==> config.mk <==
export PLATFORM = sky130hd
export DESIGN_NAME = mult18_share_arb
export DESIGN_NICKNAME = d
export VERILOG_FILES = /design/src/rtl/mult18_pkg.sv /design/src/rtl/mult18_signed_core.sv /design/src/rtl/mult18_share_arb.sv
export SDC_FILE = /design/constraint.sdc
export NUM_CORES = 1
export LEC_CHECK = 0
export CORE_MARGIN = 2
export CORE_UTILIZATION = 35
export CTS_BUF_LIST = sky130_fd_sc_hd__clkbuf_4 sky130_fd_sc_hd__clkbuf_8
export CTS_CLUSTER_DIAMETER = 30
export DETAILED_ROUTE_END_ITERATION = 10
export GPL_ROUTABILITY_DRIVEN = 0
export RECOVER_POWER = 50
export SLEW_MARGIN = 20
export SYNTH_ARGS = -nofsm -noshare
export SYNTH_HDL_FRONTEND = slang
export SYNTH_SLANG_ARGS = --single-unit
==> constraint.sdc <==
create_clock -name clk -period 14.4 [get_ports clk]
set_input_delay 2.16 -clock clk [delete_from_list [all_inputs] [get_ports clk]]
set_output_delay 2.16 -clock clk [all_outputs]
set_load 0.05 [all_outputs]
==> src/rtl/mult18_pkg.sv <==
// Shared widths and the sign-extension helper for the shared 18x18 signed multiplier.
package mult18_pkg;

    localparam int MULT_OPW = 18;
    localparam int MULT_PW  = 36;

    function automatic logic [MULT_PW-1:0] sext36(input logic [MULT_OPW-1:0] v);
        return {{(MULT_PW-MULT_OPW){v[MULT_OPW-1]}}, v};
    endfunction

endpackage

==> src/rtl/mult18_signed_core.sv <==
// Purely combinational 18x18 signed multiply, kept as its own instance so it maps onto a hard multiplier.
module mult18_signed_core
    import mult18_pkg::*;
(
    input  logic [MULT_OPW-1:0] i_a,
    input  logic [MULT_OPW-1:0] i_b,
    output logic [MULT_PW-1:0]  o_p
);

    logic signed [MULT_PW-1:0] w_aExt;
    logic signed [MULT_PW-1:0] w_bExt;

    assign w_aExt = sext36(i_a);
    assign w_bExt = sext36(i_b);

    // Both operands are sign-extended to 36 bits first, so the truncated product is exact.
    assign o_p = w_aExt * w_bExt;

endmodule

==> src/rtl/mult18_share_arb.sv <==
// Round-robin sharing of one signed 18x18 multiplier among NUM_REQ requesters,
// with an operand stage and a product stage under full backpressure.
module mult18_share_arb
    import mult18_pkg::*;
#(
    parameter int NUM_REQ = 4,
    parameter int IDW     = 2
) (
    input  logic                        clk,
    input  logic                        reset_n,
    input  logic [NUM_REQ-1:0]          req_valid,
    output logic [NUM_REQ-1:0]          req_ready,
    input  logic [NUM_REQ*MULT_OPW-1:0] req_a,
    input  logic [NUM_REQ*MULT_OPW-1:0] req_b,
    output logic [NUM_REQ-1:0]          rsp_valid,
    input  logic [NUM_REQ-1:0]          rsp_ready,
    output logic [MULT_PW-1:0]          rsp_p,
    output logic                        busy
);

    logic                r_s1Vld;
    logic [IDW-1:0]      r_s1Id;
    logic [MULT_OPW-1:0] r_s1A;
    logic [MULT_OPW-1:0] r_s1B;
    logic                r_s2Vld;
    logic [IDW-1:0]      r_s2Id;
    logic [MULT_PW-1:0]  r_s2P;
    logic [IDW-1:0]      r_rrPtr;

    logic                w_s2Stall;
    logic                w_s1Adv;
    logic                w_s1CanAccept;
    logic                w_found;
    logic [IDW-1:0]      w_grantId;
    logic [IDW-1:0]      w_nextPtr;
    logic                w_handshake;
    logic [MULT_PW-1:0]  w_prod;
    logic [MULT_OPW-1:0] w_reqA [NUM_REQ];
    logic [MULT_OPW-1:0] w_reqB [NUM_REQ];

    // Wrap is explicit modulo NUM_REQ so non-power-of-two counts never produce an unused id.
    function automatic logic [IDW-1:0] wrapAdd(input logic [IDW-1:0] base, input int off);
        int s;
        s = int'(base) + off;
        if (s >= NUM_REQ) begin
            s = s - NUM_REQ;
        end
        return IDW'(s);
    endfunction

    always_comb begin
        for (int i = 0; i < NUM_REQ; i++) begin
            w_reqA[i] = req_a[i*MULT_OPW +: MULT_OPW];
            w_reqB[i] = req_b[i*MULT_OPW +: MULT_OPW];
        end
    end

    assign w_s2Stall     = r_s2Vld & ~rsp_ready[r_s2Id];
    assign w_s1Adv       = ~w_s2Stall;
    assign w_s1CanAccept = ~r_s1Vld | w_s1Adv;

    always_comb begin
        w_found   = 1'b0;
        w_grantId = '0;
        for (int off = 0; off < NUM_REQ; off++) begin
            if (!w_found && req_valid[wrapAdd(r_rrPtr, off)]) begin
                w_found   = 1'b1;
                w_grantId = wrapAdd(r_rrPtr, off);
            end
        end
    end

    assign w_nextPtr   = wrapAdd(w_grantId, 1);
    assign w_handshake = reset_n & w_found & w_s1CanAccept;
    assign req_ready   = w_handshake ? (NUM_REQ'(1) << w_grantId) : '0;

    mult18_signed_core u_core (
        .i_a (r_s1A),
        .i_b (r_s1B),
        .o_p (w_prod)
    );

    // Data registers only load on a real transfer, so ungranted or X operands never leak in.
    always_ff @(posedge clk) begin
        if (!reset_n) begin
            r_s1Vld <= 1'b0;
            r_s1Id  <= '0;
            r_s1A   <= '0;
            r_s1B   <= '0;
            r_s2Vld <= 1'b0;
            r_s2Id  <= '0;
            r_s2P   <= '0;
            r_rrPtr <= '0;
        end else begin
            if (w_s1Adv) begin
                r_s2Vld <= r_s1Vld;
                if (r_s1Vld) begin
                    r_s2Id <= r_s1Id;
                    r_s2P  <= w_prod;
                end
            end
            if (w_handshake) begin
                r_s1Vld <= 1'b1;
                r_s1Id  <= w_grantId;
                r_s1A   <= w_reqA[w_grantId];
                r_s1B   <= w_reqB[w_grantId];
                r_rrPtr <= w_nextPtr;
            end else if (w_s1Adv) begin
                r_s1Vld <= 1'b0;
            end
        end
    end

    assign rsp_valid = r_s2Vld ? (NUM_REQ'(1) << r_s2Id) : '0;
    assign rsp_p     = r_s2P;
    assign busy      = r_s1Vld | r_s2Vld;

endmodule

==> results.json <==
{
  "top_layer_used": "met4",
  "crit_type": "in2out",
  "num_io_pins": 199,
  "end_kind": "primary output",
  "setup_tns_ns": 0,
  "diodes": 0,
  "via_count": 13200,
  "period_share_pct": 70.13,
  "synth-seq-cells": 80,
  "slew_headroom_pct": -111.3,
  "clock_sinks": 80,
  "cp.required_ns": 12.24,
  "status": "complete, but fails checks",
  "dp_slack_ns": 6.859,
  "dr_wl_met3_um": 2048,
  "grt_max_degree": 84,
  "path_buf_inv": 2,
  "initial_core_util_pct": 35.41,
  "firstDrtPassIters": 7,
  "cts_setup_buffers": 0,
  "final_nets": 2553,
  "grt_pass1_vias": 13842,
  "max_stage_delay_ns": 2.80,
  "viasPerCell": 5.106,
  "hpwl_um": 36850,
  "dieArea_um2": 48760,
  "cts_buffer_depth": 2,
  "drive_gt1_share_pct": 3.236,
  "synth_common_cells": "inv_1 (371), fa_1 (329), nand2_1 (275), and2_1 (202), ha_1 (97)",
  "hold_buffers": 0,
  "grt_use_total_pct": 19.18,
  "tightest_slew_ns": 3.160,
  "antenna_found_initial": 2,
  "worstSkewPairLatency_ns": 0.38,
  "yosys_warnings": 0,
  "synth_top_area_cell": "fa_1",
  "cts_tree": "built",
  "hold_path.class": "reg2reg",
  "yosysMostFrequentCell": "inv_1",
  "core_area_um2": 46460,
  "routed-wl-met2_um": 23340,
  "crit_family": "simple AND/OR/NAND/NOR gates",
  "cts_buffers": 9,
  "route.detailed.drc": 0,
  "critPathSlowestCell": "nand3_1",
  "reg2reg_depth": 22,
  "synthFlopType": "dfxtp_1",
  "rows": 79,
  "fill_cells": 4642,
  "cp_data_arrival_time_ns": 7.94,
  "post_drt_wl_per_cell_um": 17.88,
  "grt_pass1_wl_um": 74930,
  "place_area_um2": 18780,
  "syn_nets": 2451,
  "worst_setup_path_start_kind": "primary input",
  "async_reset_ff_share_pct": 0,
  "cts-root-buf": "clkbuf_8",
  "syn2layout_area_growth_pct": 15.30,
  "rsz0062_at_grt": "false",
  "critPathMaxFanout": 83,
  "skew_ns": 0.02004,
  "ctsHtreeMaxLevel": 3,
  "synth_edf_count": 0,
  "ant_nets": 0,
  "timing.final.ws_setup_ns": 4.302,
  "setup_viol": 0,
  "synth_area_leaders": "fa_1 (40%), dfxtp_1 (9.7%), inv_1 (8.5%)",
  "routed_wl_um": 46230,
  "synth_cells": 1871,
  "crit_chain": "clkbuf_1 > nand3_1 > nor2_1 > clkdlybuf4s50_1",
  "post_cts_resized": 0,
  "synth_top_area_share_pct": 40.03,
  "violations": "capacitance limit, slew limit",
  "drv_slew": 210,
  "grt_remaining_overflow": 0,
  "min_path_cells": 2,
  "path_depth": 4,
  "cts.clk_slew.worst_paths_ns": 0.09,
  "syn_area_um2": 16450,
  "cap_violations": 4,
  "io_buffers": 198,
  "ys_seq_area_share_pct": 9.735,
  "hold_viol": 0,
  "avgSynthCellArea_um2": 8.793,
  "die_x_um": 220.8,
  "die_h_um": 220.8,
  "ys_types": 71,
  "met1Wirelength_um": 19610,
  "fin_area_um2": 18970,
  "clock.fmax_mhz": 99.02,
  "initialDrtViolationCount": 652,
  "period_minus_slack_ns": 10.10
}
==> placed cells by master, fill, tap and decap left out, types with 11 or more instances in the layout <==
| master | Yosys | layout |
|---|---|---|
| ha_1 | 97 | 97 |
| a31o_2 | 21 | 21 |
| inv_1 | 371 | 371 |
| clkdlybuf4s50_1 | 0 | 156 |
| a21boi_0 | 11 | 11 |
| a211oi_1 | 39 | 39 |
| nand2b_1 | 12 | 11 |
| and2_1 | 202 | 202 |
| dlygate4sd3_1 | 0 | 41 |
| nor2_1 | 29 | 29 |
| nand3_1 | 24 | 24 |
| nand2_1 | 275 | 274 |
| o21ai_0 | 26 | 25 |
| fa_1 | 329 | 329 |
| o31ai_1 | 11 | 11 |
| a31o_1 | 17 | 17 |
| xnor2_1 | 18 | 18 |
| a311oi_1 | 37 | 37 |
| a21oi_1 | 29 | 29 |
| dfxtp_1 | 80 | 79 |
==> layer usage <==
layer,track usage (%),vias up
met1,25.09,6739
met2,33.73,365
met5,0,-
met3,1.859,58
met4,5.391,0
li1,-,6038
==> worst register-to-register path, stage by stage, from the launching register on <==
cell and delay (ns):
dfxtp_1 0.78, nand2_1 0.22, inv_1 0.18, fa_1 0.45
inv_1 0.21, fa_1 0.45, inv_1 0.11, ha_1 0.46
inv_1 0.30, fa_1 0.57, inv_1 0.05, fa_1 0.53
inv_1 0.05, fa_1 0.47, inv_1 0.04, ha_1 0.43
nand4_1 0.21, nor2_2 0.20, nand2_1 0.12, a2111o_1 0.42
a31oi_1 0.26, nor4_1 0.09, a311o_1 0.34
==> state kept, by name, summed over array words and instances (netlist names) <==
signal / count
r_s2Vld: 1
r_s1A: 18
r_s1B: 18
r_rrPtr: 2
rsp_p: 36
r_s1Vld: 1
r_s1Id: 2
r_s2Id: 2
==> worst paths after layout <==
kind	startpoint	to	slack, ns
worst max-delay path	reset_n	req_ready[0]	4.30
worst min-delay path	r_s1Id[1]	r_s2Id[1]	0.48
worst max register to register	r_s1A[17]	rsp_p[35]	7.37
worst min register to register	r_s1Id[1]	r_s2Id[1]	0.48
==> cells by family (layout without fill, tap and decap cells) <==
kind of cell | Yosys count | in the layout | share of synthesized area [%]
adders and majority gates | 426 | 426 | 47.41
AOI/OAI and AO/OA | 252 | 252 | 11.56
DFF | 80 | 80 | 9.735
xor gates and xnor gates | 22 | 22 | 1.171
and+or+nand+nor | 597 | 597 | 18.11
muxes | 6 | 6 | 0.4487
buffers and inverters | 488 | 595 | 11.57
==> through the flow <==
stage / util (%) / hold slack, ns / cells
2_1_floorplan: - / 0.4406 / 1871
3_3_place_gp: 40.43 / 0.4524 / 2569
3_5_place_dp: 40.43 / 0.4642 / 2569
4_1_cts: 40.88 / 0.4772 / 2585
5_1_grt: 40.83 / 0.5012 / 2585
6_report: 40.83 / 0.4824 / 2585
==> cell type report <==
class                   count  area (um^2)  area share [%]
clock buffers               9        123.9          0.6530
inverters                 372         1396           7.361
well taps                 607        759.5           4.004
clock inverters             7        85.08          0.4485
repair buffers            207         2036           10.73
flip-flops and latches     80         1603           8.449
multi-input cells        1303        12970           68.35
Power is not shown: default switching activity piles up to over one toggle a cycle in this logic, so the estimate is an artifact.
